===== src/rtl/ebpc_pkg.sv =====
// Shared EBPC definitions: element width, default beat packing and unpacker state encoding.
package ebpc_pkg;

    localparam int unsigned DATA_W                 = 8;
    localparam int unsigned WORDS_PER_BEAT_DEFAULT = 4;

    typedef enum logic {
        IDLE,
        RUN
    } unpacker_state_t;

endpackage


===== src/rtl/ebpc_input_unpacker.sv =====
// Serialises wide packed input beats into one DATA_W element per cycle for the EBPC encoder,
// flagging the last element of a programmed-length stream.
module ebpc_input_unpacker
    import ebpc_pkg::*;
#(
    parameter int unsigned WORDS_PER_BEAT = WORDS_PER_BEAT_DEFAULT,
    parameter int unsigned CNT_W          = 24
) (
    input  logic                             clk_i,
    input  logic                             rst_i,
    input  logic                             start_i,
    input  logic [CNT_W-1:0]                 num_elems_i,
    input  logic [DATA_W*WORDS_PER_BEAT-1:0] beat_data_i,
    input  logic                             beat_vld_i,
    output logic                             beat_rdy_o,
    output logic [DATA_W-1:0]                data_o,
    output logic                             last_o,
    output logic                             vld_o,
    input  logic                             rdy_i,
    output logic                             idle_o,
    output logic                             done_o,
    output logic                             err_o
);

    localparam int unsigned              LANE_W    = $clog2(WORDS_PER_BEAT);
    localparam logic [LANE_W-1:0]        LAST_LANE = LANE_W'(WORDS_PER_BEAT - 1);

    unpacker_state_t                          state_q, state_d;
    logic [WORDS_PER_BEAT-1:0][DATA_W-1:0]    buf_q, buf_d;
    logic                                     buf_full_q, buf_full_d;
    logic [LANE_W-1:0]                        lane_q, lane_d;
    logic [CNT_W-1:0]                         rem_q, rem_d;
    logic                                     done_q, done_d;
    logic                                     err_q, err_d;
    logic                                     beat_rdy, elem_hs, beat_hs, last_elem;

    assign last_elem = (rem_q == CNT_W'(1));

    always_comb begin
        state_d    = state_q;
        buf_d      = buf_q;
        buf_full_d = buf_full_q;
        lane_d     = lane_q;
        rem_d      = rem_q;
        done_d     = 1'b0;
        err_d      = 1'b0;
        beat_rdy   = 1'b0;
        elem_hs    = 1'b0;
        beat_hs    = 1'b0;
        case (state_q)
            IDLE: begin
                if (start_i) begin
                    if (num_elems_i != '0) begin
                        rem_d   = num_elems_i;
                        lane_d  = '0;
                        state_d = RUN;
                    end else begin
                        err_d = 1'b1;
                    end
                end
            end
            RUN: begin
                // Refill on the final-lane handshake so the next beat follows with no bubble.
                beat_rdy = !buf_full_q || (rdy_i && lane_q == LAST_LANE && !last_elem);
                elem_hs  = buf_full_q && rdy_i;
                beat_hs  = beat_vld_i && beat_rdy;
                if (elem_hs && last_elem) begin
                    buf_full_d = 1'b0;
                    lane_d     = '0;
                    rem_d      = '0;
                    done_d     = 1'b1;
                    state_d    = IDLE;
                end else begin
                    if (elem_hs) begin
                        rem_d  = rem_q - CNT_W'(1);
                        lane_d = lane_q + LANE_W'(1);
                        if (lane_q == LAST_LANE) buf_full_d = 1'b0;
                    end
                    if (beat_hs) begin
                        buf_d      = beat_data_i;
                        buf_full_d = 1'b1;
                        lane_d     = '0;
                    end
                end
            end
            default: state_d = IDLE;
        endcase
    end

    always_ff @(posedge clk_i or posedge rst_i) begin
        if (rst_i) begin
            state_q    <= IDLE;
            buf_q      <= '0;
            buf_full_q <= 1'b0;
            lane_q     <= '0;
            rem_q      <= '0;
            done_q     <= 1'b0;
            err_q      <= 1'b0;
        end else begin
            state_q    <= state_d;
            buf_q      <= buf_d;
            buf_full_q <= buf_full_d;
            lane_q     <= lane_d;
            rem_q      <= rem_d;
            done_q     <= done_d;
            err_q      <= err_d;
        end
    end

    assign beat_rdy_o = beat_rdy;
    assign data_o     = buf_q[lane_q];
    assign vld_o      = buf_full_q;
    assign last_o     = buf_full_q && last_elem;
    assign idle_o     = (state_q == IDLE);
    assign done_o     = done_q;
    assign err_o      = err_q;

endmodule


===== config.mk =====
export PLATFORM = sky130hd
export DESIGN_NAME = ebpc_input_unpacker
export DESIGN_NICKNAME = d
export VERILOG_FILES = /design/src/rtl/ebpc_pkg.sv /design/src/rtl/ebpc_input_unpacker.sv
export SDC_FILE = /design/constraint.sdc
export NUM_CORES = 1
export LEC_CHECK = 0
export ABC_AREA = 1
export CAP_MARGIN = 10
export CORE_UTILIZATION = 57
export CTS_BUF_LIST = sky130_fd_sc_hd__clkbuf_16
export CTS_CLUSTER_DIAMETER = 120
export CTS_CLUSTER_SIZE = 12
export DETAILED_ROUTE_END_ITERATION = 16
export PLACE_DENSITY = 0.94
export SYNTH_ARGS = -nofsm -noshare
export SYNTH_HDL_FRONTEND = slang
export SYNTH_SLANG_ARGS = --single-unit

===== constraint.sdc =====
create_clock -name clk_i -period 4.3 [get_ports clk_i]
set_input_delay 1.29 -clock clk_i [delete_from_list [all_inputs] [get_ports clk_i]]
set_output_delay 1.29 -clock clk_i [all_outputs]
set_load 0.005 [all_outputs]

* Yosys cells after proc, flatten, opt, wreduce, memory -nomap -nowiden
Index checks and enable logic that the tools add are counted.
W data, S select, Z words.
** Operators by class
- Reduce and logical (&&, ||, !) cells :: 16
- Bitwise logic cells :: 2
- $add $sub $neg :: 2
- $lt $le $gt $ge :: 1
- Multiplexer cells :: 27
- Eq/ne operators :: 6
** Operators by type and width (number)
- $mux W24 :: 4
- $pmux W24 S2 :: 1
- $eq A24 B1 Y1 const B :: 1
- $reduce_bool A24 Y1 :: 1
- $sub A24 B1 Y24 const B :: 1
- $bmux W8 S2 :: 1
- $mux W1 :: 13
- $reduce_and A3 Y1 :: 4
- $mux W2 :: 5
- $mux W8 :: 1
- $logic_and A1 B1 Y1 :: 6
- $reduce_bool A3 Y1 :: 2
- $ne A4 B1 Y1 const B :: 1
- $pmux W2 S2 :: 1
- $lt A2 B3 Y1 const B :: 1
- $ne A3 B1 Y1 const B :: 1
- $add A2 B1 Y2 const B :: 1
- $eq A2 B2 Y1 const B :: 1
- $logic_not A1 Y1 :: 2
- $ne A2 B1 Y1 const B :: 1
- $ne A2 B2 Y1 const B :: 1
- $not A1 Y1 :: 2
- $pmux W1 S2 :: 1
- $logic_or A1 B1 Y1 :: 1
** Storage, ports and cells
- Bits of input ports :: 61
- Logic and storage cells :: 64
- Register bits after elaboration :: 62
- Output and inout port bits :: 14

* Longest topological paths before layout
Gate-level depths: netlist (run 1).
- Depth in word-level cells :: 8
- Gate-level depth with buffers :: 13

* Worst setup path after synthesis (run 1)
No wires, ideal clock.
- Path kind :: input -> output
- Start point :: input rdy_i
- End point :: output beat_rdy_o
- Required time :: 3.010 ns
- Slack :: 1.459 ns
- Buffers on the path :: 0
- Arrival :: 1.551 ns
- Stages :: 4
- Cell sequence :: nand2_1 nand2_1 nand2_1 nor2_1
** Between the ends
- Cells in the longest elaborated chain, start to end :: 4
** Ends and longest elaborated chain
- start, declared :: line ebpc_input_unpacker.sv:19 : input logic rdy_i,
- $logic_and A1 B1 Y1 (2 in a row) :: line ebpc_input_unpacker.sv:64 : beat_rdy = !buf_full_q || (rdy_i && lane_q == LAST_LANE && !last_elem);
- $logic_or A1 B1 Y1 :: line ebpc_input_unpacker.sv:64
- $mux W1 :: line ebpc_input_unpacker.sv:50 : case (state_q)
- end, declared :: line ebpc_input_unpacker.sv:15 : output logic beat_rdy_o,
No other way between the ends.

* Worst setup path in the final report (run 1)
Ends and elaborated chain as after synthesis.

==> results of run 1 <==
==> kinds of logic after synthesis <==
| kind of cell | after synthesis |
|---|---|
| flops | 62 |
| fa+ha+maj | 3 |
| simple gates | 359 |
| compound gates | 46 |
| xor+xnor | 16 |
| buf+inv | 58 |
==> layout make-up <==
cell class,count,area (sq um),share of cell area
multi-input combinational,424,2120,0.423
sequential,62,1550,0.310
timing repair buffer,77,776,0.155
clock buffer,9,225,0.0450
inverter,36,135,0.0270
clock inverter,6,103,0.0205
tap,80,100,0.0200
==> worst paths after layout <==
kind	cells past startpoint	end	start
max	6	beat_rdy_o	rdy_i
min	2	buf_q[19]$_DFFE_PP0P_	buf_q[19]$_DFFE_PP0P_
max reg2reg	8	buf_q[20]$_DFFE_PP0P_	lane_q[0]$_DFFE_PP0P_
min reg2reg	2	buf_q[19]$_DFFE_PP0P_	buf_q[19]$_DFFE_PP0P_
max in group asynchronous	3	rem_q[20]$_DFFE_PP0P_	rst_i
min in group asynchronous	3	rem_q[2]$_DFFE_PP0P_	rst_i
==> report_power, final <==
| group | leakage (nW) | switching, mW | internal [mW] |
|---|---|---|---|
| Clock | 0.164 | 0.255 | 0.557 |
| Sequential | 0.766 | 0.247 | 0.824 |
| Combinational | 1.52 | 0.837 | 0.595 |
==> sequential cells by signal, indices dropped and copies added (netlist names) <==
signal,flops
buf_q,32
done_o,1
err_o,1
lane_q,2
rem_q,24
state_q,1
vld_o,1
==> cells in the mapped netlist (2+ instances only) <==
master,instances,area (sq um)
xnor2_1,4,35.0
xor2_1,12,105
ha_1,3,37.5
nand2_1,202,758
nand3_1,22,110
buf_4,7,52.6
inv_1,33,124
o21ai_0,33,165
a21oi_1,2,10.0
o22ai_1,10,62.6
nand3_2,32,320
nand4_1,5,31.3
nor2_2,11,68.8
buf_2,2,10.0
nor2_1,77,289
inv_2,3,11.3
buf_6,7,78.8
nand2_2,3,18.8
dfrtp_1,62,1550
nand2_4,2,22.5
nor2_4,3,33.8
clkbuf_1,6,22.5
==> per-layer routing <==
layer	part of all wire	track usage
met1	0.41	0.407
met2	0.48	0.489
met3	0.077	0.0691
met4	0.031	0.132
met5	0	0
==> stage by stage <==
| stage | area [sq um] | hold slack (ps) | utilization | instances | setup slack (ps) |
|---|---|---|---|---|---|
| floorplan | 3970 | 437 | - | 544 | 1460 |
| global placement | 4680 | 450 | 0.693 | 679 | 413 |
| detailed placement | 4680 | 454 | 0.693 | 679 | 376 |
| CTS | 5010 | 472 | 0.741 | 694 | 368 |
| global route | 5010 | 490 | 0.741 | 694 | 281 |
| finish | 5010 | 470 | 0.741 | 694 | 352 |
==> tightest hold or removal path, stage by stage, from the launching register on <==
cell and delay, ps:
dfrtp_1 340, nand2_1 50, nand2_1 40
==> reports/qor.txt, run 1 <==
Run status: finished with violations
Failing checks: DRC
Input/output buffers: 74
Slew @ Worst Pin: 671 ps
Main combinational cell family by area after synthesis: simple AND/OR/NAND/NOR gates
Post-CTS sizing: 0
RSZ-0062 raised after global routing: no
Vias in the first global route: 3731
First-pass GRT wire length: 17400 um
Nets: 674
Post-Synthesis Cells: 544
DP HPWL: 7170 um
Layout area overhead: 26.2%
Max incr delay on CP: 510 ps
Final Slew Violations: 0
Buf/Inv on CP: 2
Final ANT Viol Nets: 0
Minimum clock period: 3950 ps
Post-route DRC: 2
Max cap viols: 0
Setup bufs post-CTS: 0
Synth Area in Adders: 0.00946
Via count: 3927
YS warnings: 0
Final Power: 3.32 mW
Post-synthesis simple-gate area fraction: 0.427
Worst EP arrival: 2660 ps
Share of layout cells above drive strength 1: 0.119
Post-Syn Nets: 608
Synth Area in XOR/XNOR: 0.0353
Clock transition at path regs: 50 ps
CTS tree: done
Critical path, cell by cell: clkdlybuf4s50_1, nand2_1, nand2_1, nand2_1, nor2_1, clkdlybuf4s50_1
Dominant synthesized flop cell: dfrtp_1
Vias per cell: 5.66
Largest net degree at the start of global routing: 63
Root buffer cell: clkbuf_16
First-pass DRT Iterations: 11
P per Cell Area: 662 nW/um^2
EDFF count, synth: 0
Multiplexer share of the synthesized area: 0
Post-synthesis sequential area ratio: 0.391
Die footprint: 7300 sq um
# setup viols final: 0
Final Hold Viols: 0
Slowest CP cell: clkdlybuf4s50_1
H-tree Lvls: 3
Row cnt: 30
Crit-path leading delay family: buffers and inverters
Die Span Y: 85.4 um
Die X: 85.4 um
Most used cell along the critical path: nand2_1
Initial core utilization: 0.587
Wire per inst: 15.2 um
Post-synthesis compound-gate area fraction: 0.0618
1st-iter DRT viols: 382
Worst-skew pair later-pin latency: 330 ps
Crit path launch type: input pin
Post-synth ARST share: 1.00
Antenna cell count: 0
Antenna violations before repair: 0
Leakage power: 2.45 nW
Commonest non-fill, non-tap cell in the layout: nand2_1
Total Neg Setup Slack: 0 ps
GRT Util Overall: 0.308
TritonCTS Buffers: 9
Setup Crit Path Kind: in -> out
Distinct cell type count of the synthesized netlist: 25
Syn Area/Cell: 7.29 sq um
Final period utilization: 0.918
Max Root-Sink Buffers: 2
I/O pins: 75
Worst Setup End Kind: output pin
Commonest non-fill, non-tap cells in the layout: nand2_1, nor2_1, clkdlybuf4s50_1
Hold Path Class: reg -> reg
GP Congestion: 0.958
Core Box Area: 6760 sq um
Post-Syn Area: 3970 sq um
Fmax: 0.253 GHz
Worst reg2reg setup slack: 1710 ps
Final WL: 10600 um
Max Clock Skew: 7.10 ps
Largest fanout on the critical path: 2
Yosys reg bits: 62
Cts hold-fix bufs: 0
Maximum VDD drop: 337 uV
Total grt overflow: 0
CTS sink cnt: 62
Req. time, crit path: 3010 ps
# fillers: 457
Max-slew headroom: 0.552
(Power assumes the default switching activity.)
==> run 2: changes to the inputs <==
--- a/config.mk
+++ b/config.mk
@@ -13,6 +13,7 @@
 export CTS_CLUSTER_SIZE = 12
 export DETAILED_ROUTE_END_ITERATION = 16
 export PLACE_DENSITY = 0.94
+export SLEW_MARGIN = 20
 export SYNTH_ARGS = -nofsm -noshare
 export SYNTH_HDL_FRONTEND = slang
 export SYNTH_SLANG_ARGS = --single-unit
==> results of run 2 <==
Final layout, timing and power as in run 1 (identical DEF).
==> run 3: changes to the inputs <==
--- a/config.mk
+++ b/config.mk
@@ -7,12 +7,12 @@
 export LEC_CHECK = 0
 export ABC_AREA = 1
 export CAP_MARGIN = 10
-export CORE_UTILIZATION = 57
+export CORE_UTILIZATION = 55
 export CTS_BUF_LIST = sky130_fd_sc_hd__clkbuf_16
 export CTS_CLUSTER_DIAMETER = 120
-export CTS_CLUSTER_SIZE = 12
+export CTS_CLUSTER_SIZE = 16
 export DETAILED_ROUTE_END_ITERATION = 16
-export PLACE_DENSITY = 0.94
+export PLACE_DENSITY = 0.92
 export SLEW_MARGIN = 20
 export SYNTH_ARGS = -nofsm -noshare
 export SYNTH_HDL_FRONTEND = slang
==> run 3 against run 2 <==
  * Wire length increased by 1.8%
  * Final cell count increased by 2.6%
  * Critical endpoint unchanged
  * Sequential power about the same
  * Maximum frequency increased by 1.4%
  * The flow now finishes without violations
  * Flip-flop and latch count unchanged
==> reports/qor.txt, run 3 (synthesis results as in run 1) <==
Worst EP arrival: 2600 ps (was 2660 ps)
Final Hold Viols: 0 (unchanged)
Slew @ Worst Pin: 645 ps (was 671 ps)
I/O pins: 75 (unchanged)
Row cnt: 30 (unchanged)
Fmax: 0.257 GHz (was 0.253 GHz)
1st-iter DRT viols: 450 (was 382)
Top reg by flops: buf_q (unchanged)
Initial core utilization: 0.578 (was 0.587)
Max Root-Sink Buffers: 2 (unchanged)
Wire per inst: 15.1 um (was 15.2 um)
Largest fanout on the critical path: 2 (unchanged)
Die footprint: 7560 sq um (was 7300 sq um)
Share of layout cells above drive strength 1: 0.122 (was 0.119)
Run status: finished clean (was finished with violations)
Input/output buffers: 74 (unchanged)
Combinational fraction of design power: 0.437 (was 0.432)
RSZ-0062 raised after global routing: no (unchanged)
CTS sink cnt: 62 (unchanged)
H-tree Lvls: 3 (unchanged)
Die X: 86.9 um (was 85.4 um)
Hold Path Class: reg -> reg (unchanged)
Antenna violations before repair: 0 (unchanged)
Switching share of power: 0.414 (was 0.404)
TritonCTS Buffers: 9 (unchanged)
Max FFs per register: 32 (unchanged)
Worst-skew pair later-pin latency: 330 ps (about the same)
Top Registers: buf_q x32, rem_q x24, lane_q x2 (unchanged)
Post-CTS sizing: 0 (unchanged)
Final period utilization: 0.905 (was 0.918)
GRT Util Overall: 0.300 (was 0.308)
Setup bufs post-CTS: 0 (unchanged)
Cts hold-fix bufs: 0 (unchanged)
Post-route DRC: 0 (was 2)
Sw Pwr: 1.35 mW (was 1.34 mW)
Final WL: 10800 um (was 10600 um)
GP Congestion: 0.926 (was 0.958)
Root buffer cell: clkbuf_16 (unchanged)
Commonest non-fill, non-tap cell in the layout: nand2_1 (unchanged)
Leakage power: 2.43 nW (was 2.45 nW)
CTS tree: done (unchanged)
Vias in the first global route: 3619 (was 3731)
Total grt overflow: 0 (unchanged)
Final Power: 3.28 mW (was 3.32 mW)
P per Cell Area: 654 nW/um^2 (was 662 nW/um^2)
Max-slew headroom: 0.570 (was 0.552)
Largest net degree at the start of global routing: 34 (was 63)
Maximum VDD drop: 335 uV (was 337 uV)
Via count: 3925 (was 3927)
Crit path launch type: input pin (unchanged)
Commonest non-fill, non-tap cells in the layout: nand2_1, nor2_1, clkdlybuf4s50_1 (unchanged)
Clock transition at path regs: 60 ps (was 50 ps)
Worst Setup End Kind: output pin (unchanged)
Total Neg Setup Slack: 0 ps (unchanged)
Max cap viols: 0 (unchanged)
First-pass DRT Iterations: 6 (was 11)
Max Clock Skew: 5.83 ps (was 7.10 ps)
Final Slew Violations: 0 (unchanged)
Setup Crit Path Kind: in -> out (unchanged)
Die Span Y: 86.9 um (was 85.4 um)
Layout area overhead: 26.2% (about the same)
Req. time, crit path: 3010 ps (about the same)
Clock power share: 0.237 (was 0.245)
Minimum clock period: 3890 ps (was 3950 ps)
Core Box Area: 6870 sq um (was 6760 sq um)
DP HPWL: 7120 um (was 7170 um)
Nets: 675 (was 674)
Final ANT Viol Nets: 0 (unchanged)
# setup viols final: 0 (unchanged)
Antenna cell count: 0 (unchanged)
P_int: 1.92 mW (was 1.98 mW)
Flop pwr share: 0.327 (was 0.323)
Vias per cell: 5.51 (was 5.66)
First-pass GRT wire length: 17300 um (was 17400 um)
==> run 3: changes by cell type in the layout (fill, tap and decap cells not counted), sizes merged <==
cell	previous run	this run
clkinvlp	0	1
clkinv	2	4
buf	3	4
bufinv	3	2
inv	37	36
==> run 3: final timing paths <==
kind                                       start                    end  slack (ps)  depth (start not counted)
max reg2reg                lane_q[0]$_DFFE_PP0P_  buf_q[27]$_DFFE_PP0P_        1760                          8
min                        buf_q[12]$_DFFE_PP0P_  buf_q[12]$_DFFE_PP0P_         470                          2
max in group asynchronous                  rst_i  rem_q[20]$_DFFE_PP0P_        2250                          3
min reg2reg                buf_q[12]$_DFFE_PP0P_  buf_q[12]$_DFFE_PP0P_         470                          2
max                                        rdy_i             beat_rdy_o         410                          6
min in group asynchronous                  rst_i   rem_q[8]$_DFFE_PP0P_        1370                          2
==> run 3: final cells by class <==
class,count,area (sq um)
Clock buffer,9,225
Sequential cell,62,1550
Clock inverter,7,88.8
Inverter,36,135
Tap cell,96,120
Timing Repair Buffer,78,771
Fill cell,487,1860
Multi-Input combinational cell,424,2120
==> run 3: metal layers <==
metal / track usage / wire length (um) / vias up
met4: 0.0727 / 182 / 0
met3: 0.0645 / 716 / 21
li1: - / - / 1851
met5: 0 / 0 / -
met1: 0.404 / 4560 / 1863
met2: 0.495 / 5300 / 190
==> run 3: power by group through the flow <==
stage / logic (mW) / registers (mW) / clock network [mW]
after floorplan: 1.02 / 0.974 / 0
after global routing: 1.60 / 1.09 / 0.799
after detailed placement: 1.39 / 1.06 / 0
final: 1.43 / 1.07 / 0.775
after global placement: 1.33 / 1.04 / 0
after CTS: 1.41 / 1.06 / 0.770
==> run 3: stage by stage <==
stage | hold slack (ps) | setup slack, ps | util | area [sq um] | cells
floorplan | 437 | 1460 | - | 3970 | 544
global placement | 452 | 435 | 0.683 | 4690 | 696
detailed placement | 454 | 435 | 0.683 | 4690 | 696
CTS | 468 | 405 | 0.729 | 5010 | 712
global route | 486 | 372 | 0.729 | 5010 | 712
finish | 469 | 407 | 0.729 | 5010 | 712
==> run 3: critical path, stage by stage <==
cell and delay [ps]:
clkdlybuf4s50_1 480, nand2_1 50, nand2_1 100, nand2_1 90, nor2_1 90, clkdlybuf4s50_1 510
